===== config.mk =====
export PLATFORM = sky130hd
export DESIGN_NAME = fifo_rd_stream_adapter
export DESIGN_NICKNAME = d
export VERILOG_FILES = /design/src/rtl/fifo_rd_stream_adapter.sv
export SDC_FILE = /design/constraint.sdc
export NUM_CORES = 1
export LEC_CHECK = 0
export ABC_AREA = 1
export CORE_MARGIN = 2
export CORE_UTILIZATION = 50
export DETAILED_ROUTE_END_ITERATION = 8
export GPL_TIMING_DRIVEN = 0
export PLACE_DENSITY = 0.86
export SYNTH_ARGS = -nofsm -noshare
export SYNTH_HDL_FRONTEND = slang
export SYNTH_SLANG_ARGS = --single-unit

===== constraint.sdc =====
create_clock -name clk -period 3.55 [get_ports clk]
set_input_delay 1.065 -clock clk [delete_from_list [all_inputs] [get_ports clk]]
set_output_delay 1.065 -clock clk [all_outputs]
set_load 0.02 [all_outputs]

===== src/rtl/fifo_rd_stream_adapter.sv =====
// Read-side adapter for asynchronous_fifo: turns the registered rd_en/empty/data_out port
// into a first-word-fall-through valid/ready stream with a 2-entry buffer and a word counter.
module fifo_rd_stream_adapter #(
  parameter int DATA_WIDTH = 8,
  parameter int CNT_WIDTH  = 16
) (
  input  logic                  clk,
  input  logic                  rst,
  input  logic                  flush,
  input  logic                  fifo_empty,
  output logic                  fifo_rd_en,
  input  logic [DATA_WIDTH-1:0] fifo_rd_data,
  output logic                  m_valid,
  input  logic                  m_ready,
  output logic [DATA_WIDTH-1:0] m_data,
  output logic [CNT_WIDTH-1:0]  words_out
);

  typedef enum logic [1:0] {
    EMPTY = 2'd0,
    ONE   = 2'd1,
    TWO   = 2'd2
  } buf_cnt_e;

  buf_cnt_e              buf_cnt, buf_cnt_nxt;
  logic                  inflight;
  logic [DATA_WIDTH-1:0] h, h_nxt;
  logic [DATA_WIDTH-1:0] s, s_nxt;
  logic                  pop;
  logic                  land;
  logic [2:0]            occ;

  assign m_valid = (buf_cnt != EMPTY);
  assign m_data  = h;
  assign pop     = m_valid && m_ready;
  assign land    = inflight;

  // Words owned after this edge if no new read is issued; a read is allowed only while
  // that leaves room, so held + in-flight words never exceed the two buffer entries.
  assign occ        = {1'b0, buf_cnt} + {2'b00, inflight} - {2'b00, pop};
  assign fifo_rd_en = !rst && !flush && !fifo_empty && (occ <= 3'd1);

  // NOTE: every output of this block gets a default first, so no path leaves one
  // unassigned and no latch is inferred.
  always_comb begin
    buf_cnt_nxt = buf_cnt;
    h_nxt       = h;
    s_nxt       = s;
    if (flush) begin
      buf_cnt_nxt = EMPTY;
    end else begin
      case (buf_cnt)
        EMPTY: begin
          if (land) begin
            buf_cnt_nxt = ONE;
            h_nxt       = fifo_rd_data;
          end
        end
        ONE: begin
          case ({land, pop})
            2'b10: begin
              buf_cnt_nxt = TWO;
              s_nxt       = fifo_rd_data;
            end
            2'b11:   h_nxt       = fifo_rd_data;
            2'b01:   buf_cnt_nxt = EMPTY;
            default: buf_cnt_nxt = ONE;
          endcase
        end
        TWO: begin
          // A landing word with no pop cannot arrive here; the issue rule prevents it.
          if (pop) begin
            h_nxt = s;
            if (land) s_nxt = fifo_rd_data;
            else      buf_cnt_nxt = ONE;
          end
        end
        default: buf_cnt_nxt = EMPTY;
      endcase
    end
  end

  // NOTE: sequential state uses non-blocking assignments so every register samples
  // the pre-edge values, independent of statement order.
  always_ff @(posedge clk) begin
    if (rst) begin
      buf_cnt   <= EMPTY;
      inflight  <= 1'b0;
      // NOTE: the two data entries are cleared on reset so m_data reads 0 out of reset.
      h         <= '0;
      s         <= '0;
      words_out <= '0;
    end else begin
      buf_cnt  <= buf_cnt_nxt;
      inflight <= fifo_rd_en;
      h        <= h_nxt;
      s        <= s_nxt;
      if (pop && !flush) words_out <= words_out + CNT_WIDTH'(1);
    end
  end

endmodule


==> implementation parameters <==
Parameter                              Value

Run status
  Outcome    complete, but fails checks
  Failing checks    setup timing

Placement
  Buffers on Ports    38
  GPL Wtd Cong    0.824
  Cell Count Post-Placement    334
  Half-perimeter wire length after detailed placement    2.93 mm
  Placed cell areas    2220 um2

Floorplanning
  Die outline width    63.4 um
  I/O pin count    39
  Area inside the core boundary    3360 um2
  Total die area    4020 um2
  Row count    21
  Die height    63.4 um
  Starting Density    0.525

Global routing
  Grt met1 use    0.264
  Vias in the first global route    1527
  First-pass GRT wire length    6.73 mm
  Met2 capacity usage during global routing    0.337
  Aggregate global-route resource usage    0.214
  Busiest layer in global routing    met2
  Initial antenna violation count    0
  Largest net degree at the start of global routing    11
  Remaining Overflow, GRT    0
  Grt met3 use    0.0661

Synth
  Gate count after technology mapping    250
  Synth warnings    0
  Most frequently used flop master after synthesis    sky130_fd_sc_hd__dfxtp_1
  Area fraction of the dominant cell type after synthesis    0.397
  Leading area contributor after synthesis    sky130_fd_sc_hd__dfxtp_1
  Mapped Nets    267
  Share of synthesized flip-flops with an asynchronous set or reset    0
  Number of distinct library cells after synthesis    27
  Avg Inst Size Synth    7.07 um2
  Number of register bits inferred by synthesis    35
  Number of flops mapped to enable cells by yosys    0
  Register area share after synthesis    0.397
  Most repeated cell in the gate-level netlist after synthesis    sky130_fd_sc_hd__nand2_1
  Top post-synthesis cells by area    sky130_fd_sc_hd__dfxtp_1 40%, sky130_fd_sc_hd__nand2_1 13%, sky130_fd_sc_hd__nor2_1 7.2%
  Top cell types by occurrence after synthesis    61 x sky130_fd_sc_hd__nand2_1, 35 x sky130_fd_sc_hd__dfxtp_1, 34 x sky130_fd_sc_hd__nor2_1, 24 x sky130_fd_sc_hd__inv_1, 21 x sky130_fd_sc_hd__a21oi_1
  Synthesized cell area    1770 um2

Detailed routing
  DRC violations left    0
  Detailed router's first-iteration violation count    120
  Via count    1760
  Antenna-violating nets left    0
  Drt first pass iters    4
  Mean number of vias per cell    5.13
  Routed Wire Length    4.19 mm
  Detailed-route wire length per cell    12.2 um

Critical path
  Worst Setup Path Type    input pin to output pin
  Reg2Reg Capture Point    inflight
  Data required time of the worst path    2.48 ns
  Kind of cell with the highest combined delay on the critical path    adder cells
  Register-to-Register Setup Slack    1.50 ns
  Crit path buf inv count    4
  Critical path endpoint category    output pin
  Largest incremental delay on the critical path    0.37 ns
  CP startpoint    m_ready
  Cell with the biggest individual delay on the critical path    sky130_fd_sc_hd__fa_2
  Crit-path most repeated cell    sky130_fd_sc_hd__ha_4
  Cell Chain, Critical Path    buf_8 -> o21ai_4 -> ha_4 -> inv_4 -> ha_4 -> inv_2 -> fa_2 -> xor2_2 -> nor4_4 -> buf_4
  Highest net fanout along the worst path    2
  Cell depth of the worst flop-to-flop path    8
  Critical path arrival    2.65 ns
  Reg2reg start    buf_cnt[1]
  Sort of element at the start of the critical path    input pin

Clock tree
  CTS tree    done
  Clock buffers created by TritonCTS    5
  Clk Tree Root Cell    sky130_fd_sc_hd__clkbuf_4
  Clock sinks    35
  Worst-path clk slew    0.10 ns
  CTS H-tree lvls    2
  Clk Latency, worst-skew pair    0.34 ns
  Hold-fix buffer count after cts    0
  Maximum buffer depth of the clock tree    2

STA
  Final setup violation count    1
  Max-slew headroom    0.699
  Max Clock Freq    269 MHz
  Final TNS setup    -0.163 ns
  Slew @ Worst Pin    0.451 ns
  Smallest setup slack after layout    -0.163 ns
  Hold slack    0.472 ns
  Worst setup skew after layout    0.00728 ns
  Total count of max-transition violations in the final report    0
  Final worst-path cycle share    1.05
  Number of hold-slack violations in the final timing report    0
  Time the worst path needs with I/O delays and setup    3.71 ns
  Unrepaired setup endpoints after global routing    yes

Final layout
  Storage element area    701 um2
  Antenna Cells    0
  Net count, final    314
  Signed area change from the synthesized netlist to the final layout    32.4%
  Multi-input gate area in the final layout    998 um2
  Final Util    0.695
  Finished Cell Area    2340 um2
  Fraction of final layout cells with drive strength greater than 1    0.128
  Fillers    289
  Number of cells in the finished layout apart from fillers    343

Hold path
  Worst hold stages    2
  Worst min-delay path category    flop to flop
  HP Start    s[0]
  Hold Path End    s[0]

Power and ir drop
  Leakage power of the design    0.874 nW
  Areal power density over the cells    295 nW/um2
  Largest vdd supply drop    225 uV

Job
  Maximum capacitance violations    0
## logic make-up after synthesis
logic type | after synthesis | share of synthesized area
AND/OR/NAND/NOR | 138 | 0.364
AO/OA/AOI/OAI | 40 | 0.121
flip-flops | 35 | 0.397
buffers and inverters | 30 | 0.0708
adder cells (fa/ha/maj) | 4 | 0.0326
XOR/XNOR | 3 | 0.0149
## layer usage
metal,wire (um),share of wire
met1,1820,0.44
met2,2070,0.49
met3,194,0.046
met4,102,0.024
met5,0,0
## sequential cells by signal (all words and copies together), names as in the netlist
register   cells
inflight       1
s              8
buf_cnt        2
m_data         8
words_out     16
## power breakdown
part,leakage [nW],switching [mW],total [mW],internal (mW)
Sequential,0.282,0.00414,0.401,0.396
Clock,0.0341,0.131,0.222,0.0917
Combinational,0.557,0.0370,0.0679,0.0309
Total,0.874,0.172,0.691,0.519
## worst register-to-register path, delay by kind of cell (launching register included)
family          cells  cell delay (ns)
fa+ha+maj           3             0.87
flops               1             0.58
simple gates        1             0.24
buf+inv             3             0.14
compound gates      1             0.13
## through the flow
step	setup WS, ns	total power, mW
after floorplan	-0.0678	0.440
after global placement	-1.28	0.470
after detailed placement	-1.27	0.471
after CTS	-0.237	0.692
after global routing	-0.204	0.726
final	-0.163	0.691
## cell type report
type / count / share of cell area
buffer: 3 / 0.00803
clock inverter: 1 / 0.00214
multi-input combinational: 185 / 0.427
clock buffer: 6 / 0.0219
inverter: 27 / 0.0465
tap: 46 / 0.0246
sequential: 35 / 0.300
timing repair buffer: 40 / 0.170
## worst max-delay path by stage
| stage | to | cells past startpoint |
|---|---|---|
| after floorplan | fifo_rd_en | 8 |
| after global placement | fifo_rd_en | 10 |
| after detailed placement | fifo_rd_en | 10 |
| after CTS | fifo_rd_en | 10 |
| after global routing | fifo_rd_en | 10 |
| final | fifo_rd_en | 10 |
## what timing repair did
| item | CTS | global route |
|---|---|---|
| buffers inserted | 1 | 1 |
| pin swaps | 1 | 3 |
| gates resized for setup | 13 | 9 |
| endpoints found under the setup margin | 1 | 1 |
## placed cells by master, fill, tap and decap left out, drive strengths merged, types with 3 or more instances in the layout
cell type and n:
a21oi 21, buf 5, clkbuf 8, clkdlybuf4s50 36, dfxtp 35, ha 3
inv 26, nand2 67, nand3 19, nand4 5, nor2 38, nor3 5
o21ai 18
No activity file was read; power rests on OpenSTA's default activity.
